==> config.mk <==
export PLATFORM = sky130hd
export DESIGN_NAME = if_id_stage_flat
export DESIGN_NICKNAME = d
export VERILOG_FILES = /design/src/rtl/if_id_stage_if.sv /design/src/rtl/if_id_stage.sv /design/src/flat_wrapper.sv
export SDC_FILE = /design/constraint.sdc
export NUM_CORES = 1
export LEC_CHECK = 0
export ABC_CLOCK_PERIOD_IN_PS = 2250
export BUFFER_PORTS_ARGS = -buffer_cell sky130_fd_sc_hd__buf_4
export CORE_MARGIN = 2
export CORE_UTILIZATION = 46
export CTS_CLUSTER_DIAMETER = 40
export DETAILED_ROUTE_END_ITERATION = 16
export GPL_ROUTABILITY_DRIVEN = 1
export GPL_TIMING_DRIVEN = 1
export PLACE_DENSITY = 0.8
export SLEW_MARGIN = 20
export SYNTH_ARGS = -nofsm -noshare
export SYNTH_HDL_FRONTEND = slang
export SYNTH_SLANG_ARGS = --single-unit
==> constraint.sdc <==
create_clock -name clk -period 2.25 [get_ports clk]
set_input_delay 0.225 -clock clk [delete_from_list [all_inputs] [get_ports clk]]
set_output_delay 0.225 -clock clk [all_outputs]
set_load 0.1 [all_outputs]
==> src/rtl/if_id_stage_if.sv <==
// Instruction-memory fetch bus: request/address out, ready/data back.
// A beat is transferred in any cycle where req and ready are both high.
interface if_id_stage_if;
    logic        req;
    logic [15:0] addr;
    logic        ready;
    logic [15:0] rdata;

    modport master (output req, output addr, input ready, input rdata);
    modport slave  (input req, input addr, output ready, output rdata);
endinterface

==> src/rtl/if_id_stage.sv <==
// Instruction fetch unit and IF/ID pipeline register for the 16-bit RISC-Z core.
// Owns the PC, fetches over a req/ready bus and exposes the immediate fields for sign extension.
module if_id_stage #(
    parameter logic [15:0] RESET_PC = 16'h0000,
    parameter int          PC_INC   = 1
) (
    input  logic                 clk,
    input  logic                 rst,
    input  logic                 stall,
    input  logic                 redirect,
    input  logic [15:0]          redirect_pc,
    if_id_stage_if.master        imem,
    output logic                 id_valid,
    output logic [15:0]          id_pc,
    output logic [15:0]          id_pc_plus1,
    output logic [15:0]          id_instr,
    output logic [3:0]           id_opcode,
    output logic [9:0]           id_imm10,
    output logic [3:0]           id_imm4,
    output logic [5:0]           id_imm6,
    output logic [7:0]           id_imm8
);

    localparam logic [15:0] PC_STEP = 16'(PC_INC);

    typedef enum logic [1:0] {
        S_RST   = 2'd0,
        S_FETCH = 2'd1,
        S_REDIR = 2'd2
    } state_t;

    state_t      state_q, state_d;
    logic [15:0] pc_q, pc_d;
    logic        id_valid_q, id_valid_d;
    logic [15:0] id_pc_q, id_pc_d;
    logic [15:0] id_instr_q, id_instr_d;
    logic        req;
    logic        accept;

    always_ff @(posedge clk or posedge rst) begin
        if (rst) begin
            state_q    <= S_RST;
            pc_q       <= RESET_PC;
            id_valid_q <= 1'b0;
            id_pc_q    <= 16'h0000;
            id_instr_q <= 16'h0000;
        end else begin
            state_q    <= state_d;
            pc_q       <= pc_d;
            id_valid_q <= id_valid_d;
            id_pc_q    <= id_pc_d;
            id_instr_q <= id_instr_d;
        end
    end

    // Request is suppressed by stall/redirect so that a held or flushed cycle can never accept.
    always_comb begin
        state_d    = state_q;
        pc_d       = pc_q;
        id_valid_d = id_valid_q;
        id_pc_d    = id_pc_q;
        id_instr_d = id_instr_q;
        req        = (state_q == S_FETCH) && !stall && !redirect;
        accept     = req && imem.ready;

        if (redirect) begin
            pc_d       = redirect_pc;
            id_valid_d = 1'b0;
            state_d    = S_REDIR;
        end else if (!stall) begin
            case (state_q)
                S_RST, S_REDIR: begin
                    id_valid_d = 1'b0;
                    state_d    = S_FETCH;
                end
                S_FETCH: begin
                    if (accept) begin
                        id_instr_d = imem.rdata;
                        id_pc_d    = pc_q;
                        id_valid_d = 1'b1;
                        pc_d       = pc_q + PC_STEP;
                    end else begin
                        id_valid_d = 1'b0;
                    end
                end
                default: begin
                    id_valid_d = 1'b0;
                    state_d    = S_RST;
                end
            endcase
        end
    end

    assign imem.req    = req;
    assign imem.addr   = pc_q;

    assign id_valid    = id_valid_q;
    assign id_pc       = id_pc_q;
    assign id_pc_plus1 = id_pc_q + PC_STEP;
    assign id_instr    = id_instr_q;
    assign id_opcode   = id_instr_q[15:12];
    assign id_imm10    = id_instr_q[9:0];
    assign id_imm4     = id_instr_q[3:0];
    assign id_imm6     = id_instr_q[5:0];
    assign id_imm8     = id_instr_q[7:0];

endmodule

==> src/flat_wrapper.sv <==
// flat-port wrapper written by rule: the top's interface ports become plain ports
module if_id_stage_flat 
#(
    parameter logic [15:0] RESET_PC = 16'h0000,
    parameter int          PC_INC   = 1
)
  (clk, rst, stall, redirect, redirect_pc, id_valid, id_pc, id_pc_plus1, id_instr, id_opcode, id_imm10, id_imm4, id_imm6, id_imm8, imem_req, imem_addr, imem_ready, imem_rdata);
  if_id_stage_if imem_i ();
  input  logic clk;
  input  logic rst;
  input  logic stall;
  input  logic redirect;
  input  logic [15:0] redirect_pc;
  output logic id_valid;
  output logic [15:0] id_pc;
  output logic [15:0] id_pc_plus1;
  output logic [15:0] id_instr;
  output logic [3:0] id_opcode;
  output logic [9:0] id_imm10;
  output logic [3:0] id_imm4;
  output logic [5:0] id_imm6;
  output logic [7:0] id_imm8;
  output wire logic [$bits(imem_i.req)-1:0] imem_req;
  output wire logic [$bits(imem_i.addr)-1:0] imem_addr;
  input wire logic [$bits(imem_i.ready)-1:0] imem_ready;
  input wire logic [$bits(imem_i.rdata)-1:0] imem_rdata;
  assign imem_req = imem_i.req;
  assign imem_addr = imem_i.addr;
  assign imem_i.ready = imem_ready;
  assign imem_i.rdata = imem_rdata;
  if_id_stage #(.RESET_PC(RESET_PC), .PC_INC(PC_INC)) u_core (.clk(clk), .rst(rst), .stall(stall), .redirect(redirect), .redirect_pc(redirect_pc), .imem(imem_i), .id_valid(id_valid), .id_pc(id_pc), .id_pc_plus1(id_pc_plus1), .id_instr(id_instr), .id_opcode(id_opcode), .id_imm10(id_imm10), .id_imm4(id_imm4), .id_imm6(id_imm6), .id_imm8(id_imm8));
endmodule
# Word-level counts from Yosys, hierarchy flattened
# Cells that the tools add are included.
dict set report classes {
  n_addsub 2
  n_mul 0
  div_mod_pow 0
  magnitude_cmp 0
  eq_ne 4
  shifts 0
  mux 11
  bitwise_logic 2
  n_reduce_logical 12
}
# operator count
set op_table {}
lappend op_table {{$mux 16} 4}
lappend op_table {{$add 16x1->16 const B} 2}
lappend op_table {{$mux 1} 4}
lappend op_table {{$mux 2} 2}
lappend op_table {{$pmux 2 s2} 1}
lappend op_table {{$reduce_and 4->1} 1}
lappend op_table {{$reduce_bool 2->1} 2}
lappend op_table {{$logic_and 1x1->1} 3}
lappend op_table {{$reduce_and 3->1} 1}
lappend op_table {{$eq 2x1->1 const B} 1}
lappend op_table {{$eq 2x2->1 const B} 1}
lappend op_table {{$logic_not 1->1} 2}
lappend op_table {{$logic_not 2->1} 1}
lappend op_table {{$ne 2x1->1 const B} 1}
lappend op_table {{$ne 2x2->1 const B} 1}
lappend op_table {{$not 1->1} 2}
lappend op_table {{$reduce_and 2->1} 1}
lappend op_table {{$reduce_or 2->1} 1}
dict set report totals {
  ff_bits 51
  latchBits 0
  ramBits 0
  mem_bits_ro 0
  output_inout_bits 98
  wordCells 36
  memories 0
}

# Longest topological paths before layout
dict set report logic_depth {
  word_depth 8
  mapped_depth 6
  ltp_nobuf 5
}

# Least setup slack after synthesis
# No wires, ideal clock.
dict set report synth_path {
  path_type {reg-to-output}
  from {register u_core.id_pc_q[7] (netlist: u_core.id_pc[7])}
  to {output port id_pc_plus1[15]}
  arrival_time_ns 3.398
  t_required_ns 2.025
  slack_ns -1.373
  stages_incl_launch_ff 5
  n_path_buf 0
  cell_sequence {dfrtp_1 > nand4_1 > nor4_1 > nand3_1 > xnor2_1}
}
dict set report synth_between {
  elab_chain_cells 1
}
# item line
set synth_lines {}
lappend synth_lines {{from (decl)} if_id_stage.sv:35} ;# logic [15:0] id_pc_q, id_pc_d;
lappend synth_lines {{from (signal assigned)} if_id_stage.sv:51} ;# id_pc_q <= id_pc_d;
lappend synth_lines {{$add 16x1->16} if_id_stage.sv:99} ;# assign id_pc_plus1 = id_pc_q + PC_STEP;
lappend synth_lines {{to (decl)} flat_wrapper.sv:16} ;# output logic [15:0] id_pc_plus1;
# Every way passes these cells.

# Worst setup path in the final report
dict set report layout_path {
  from {register u_core.id_pc_q[4] (netlist: u_core.id_pc[4])}
  to {output port id_pc_plus1[12]}
}
# The elaborated chain is that of the path after synthesis.

==> reports/results.ini <==
[cts]
root_buffer = clkbuf_8
clock_latency_ns = 0.30
post-cts-setup-buffers = 0
cts_tree = built
clockBufferDepth = 2
cts_sinks = 51
cts.clk_slew.worst_paths_ns = 0.09
cts_buffers = 5
htree_levels = 2

[yosys]
synth_top_area_share_pct = 46.5
synth_cell_types = 35
synth-seq-area-share_pct = 46.5
ys_ff_latch = 51
synthCells = 291
synth_area_sq_um = 2750
syn_nets = 330
yosys.area.top_type = dfrtp_1
yosysWarningCount = 0
syn_avg_cell_area_sq_um = 9.43
synth-adder-area-share_pct = 0.912
synth_top_family_by_area = simple AND/OR/NAND/NOR gates
synth_compound_area_share_pct = 5.47
synth_xor_area_share_pct = 6.06
muxShareOfSynthArea_pct = 6.52
synth_area_leaders = dfrtp_1 (46%), nand2_1 (11%), buf_4 (8.8%)
synth-simple-area-share_pct = 24.1

[timing]
tightest_slew_ns = 0.473
post-route-period-util_pct = 95.0
setup_slack_ns = 0.113
period_needed_ns = 2.14
setup_violations = 0
holdWs_ns = 0.109
max_slew_margin_pct = 68.4
fin_skew_ns = 0.00586
fmax_mhz = 468
maxSlewViolCount = 0
hold_viol_final = 0

[pwr]
leakagePower_nw = 2.06
p_per_area_nw_per_um2 = 1250
power_frac_comb_pct = 62.4
finalPower_mw = 5.13
switchingPower_mw = 3.10
swShare_pct = 60.4
p_seq_share_pct = 25.5
vdd_drop_max_mv = 1.28
power_frac_clock_pct = 12.1
cell_internal_pwr_mw = 2.04

[critical_path]
worst-path-buf-inv = 1
critPathSlowestCell = dfrtp_2
cp-start-kind = flip-flop
cp_top_family = simple AND/OR/NAND/NOR gates
timing.rr.start = u_core.imem.addr[0]
worstPathCellList = and4_1 > and3_4 > nand4_1 > xnor2_4 > buf_6
crit_fanout = 6
required_ns = 2.03
critPathKind = flip-flop to primary output
crit_cells = 5
reg2reg_slack_ns = 0.47
arrival_ns = 1.91
slowest_delay_ns = 0.47
rr_endpoint = u_core.imem.addr[12]
endpoint_kind = primary output
rr_worst_depth = 5

[drt]
num_vias = 2406
drt-initial-drc-count = 111
routedWlPerCell_um = 14.9
detail-route-antenna-nets = 0
vias_per_cell = 5.07
drcViolationCount = 0
wirelength_um = 7070
dr.pass1.iters = 4

[placement]
portBuffers = 134
pre_cts_ws_ns = 0.316
postPlaceCellArea_sq_um = 3960
hpwl_um = 5300
gp_congestion = 0.791

[finish]
utilization_pct = 70.2
register_area_sq_um = 1290
drive_gt1_share_pct = 50.5
n_antenna_cell = 0
final_area_sq_um = 4110
nets = 438
multi_input_area_sq_um = 1510
nFillCells = 455
syn2layout_area_growth_pct = 49.7

[worst_hold_path]
hold_end = u_core.id_instr[4]
hold_depth = 3
min_from = imem_rdata[4]
hold_path.class = input port to flip-flop

[floorplanning]
ioPinCount = 135
rows = 28
die_w_um = 81.3
core_area_sq_um = 5850
dieArea_sq_um = 6600
die_h_um = 81.3
start_util_pct = 46.9

[status]
status = completed

[global_routing]
grt_usage_pct = 21.3
overflow = 0
grt_pass1_vias = 2198
grt_max_degree = 33
antenna_found_initial = 0
grt_pass1_wl_um = 10800

[run]
max-cap-violations = 0

==> cells by family after synthesis <==
family                     Yosys count
AOI/OAI and AO/OA                   23
muxes                               16
DFF                                 51
buffers and inverters               44
adders and majority gates            2
xor gates and xnor gates            19
and+or+nand+nor                    136
==> synthesized netlist by cell type <==
cell and n:
mux2i_1 1, a41oi_1 1, a22oi_1 2, o21ai_0 11, nand3b_1 1, nor3_1 1, nor2_1 5, o311ai_0 1
clkbuf_1 8, dfrtp_1 51, nor4_1 1, mux2_2 15, or2_2 1, and3_1 7, nand4_1 10, nand4bb_1 1
and4_1 5, nor4b_4 1, nand3_1 13, xnor2_1 12, a221o_1 2, a21oi_1 1, ha_1 2, xor2_1 7
nand2_1 79, o21bai_1 1, nor3b_1 1, nor2b_1 5, or3_1 4, buf_4 32, and2_1 1, buf_2 2
inv_1 2, o211ai_1 2, a21o_1 2
==> power by group through the flow <==
stage | logic [mW] | clock network, mW | registers (mW)
final | 3.20 | 0.621 | 1.31
after global routing | 3.28 | 0.675 | 1.34
after CTS | 3.20 | 0.635 | 1.31
after detailed placement | 3.19 | 0 | 1.33
after global placement | 3.17 | 0 | 1.31
after floorplan | 1.78 | 0 | 2.26
==> layer usage <==
layer  vias up  GRT usage [%]  part of all wire, %
met3         5           4.00                  4.3
met4         0           4.92                 0.86
met2        59           36.4                   53
met5         -              0                    0
met1      1169           28.3                   41
li1       1173              -                    -
==> worst register-to-register path, cell delays in order (launching register included) <==
cell	delay [ns]
dfrtp_1	0.49
ha_1	0.26
and4_1	0.26
nand4_1	0.23
or3_1	0.40
nand3_1	0.08
==> repair_timing <==
action	in CTS	in global routing
resized for setup	1	7
endpoints found under the hold margin	22	0
setup endpoints to repair	1	5
pin swaps	0	2
hold buffers	1	0
==> final cells by class <==
type / count / area share (%)
clock buffers: 7 / 1.86
flip-flops and latches: 51 / 31.5
well taps: 75 / 2.28
repair buffers: 143 / 26.9
clock inverters: 1 / 0.731
inverters: 2 / 0.183
multi-input cells: 196 / 36.6
==> registers in the layout (all words and copies together), names as in the netlist <==
signal	cells
u_core.id_valid	1
u_core.state_q	2
u_core.id_instr	16
u_core.imem.addr	16
u_core.id_pc	16
==> placed cells by master, fill, tap and decap left out, types with 2 or more instances in the layout <==
master / instances
buf_6: 4
o21ai_1: 4
nor2_1: 3
nor2_4: 2
a21o_1: 2
o21ai_0: 7
a221o_1: 2
xor2_4: 3
mux2_4: 6
xnor2_2: 3
and4_1: 5
nand2_1: 79
dfrtp_2: 13
mux2_2: 9
dfrtp_1: 38
or3_1: 4
clkbuf_8: 5
nand3_2: 2
clkbuf_1: 2
xnor2_4: 8
nor2b_1: 5
nand3_1: 11
o211ai_1: 2
buf_4: 137
xor2_1: 3
nand4_1: 10
and3_1: 6
==> metrics by stage <==
stage          TNS (ns)  instances
2_1_floorplan    -10.70        291
3_3_place_gp          0        466
3_5_place_dp          0        466
4_1_cts               0        475
5_1_grt         -0.0126        475
6_report              0        475
==> how the worst max path moves through the flow <==
| stage | slack, ns | endpoint | start |
|---|---|---|---|
| after global routing | -0.01 | id_pc_plus1[14] | u_core.id_pc[8] |
| after floorplan | -0.36 | u_core.imem.addr[13] | u_core.state_q[1] |
| after detailed placement | 0.32 | id_pc_plus1[15] | u_core.id_pc[4] |
| after global placement | 0.39 | id_pc_plus1[15] | u_core.id_pc[4] |
| after CTS | 0.03 | id_pc_plus1[15] | u_core.id_pc[4] |
| final | 0.11 | id_pc_plus1[12] | u_core.id_pc[4] |
(Power assumes the default switching activity.)
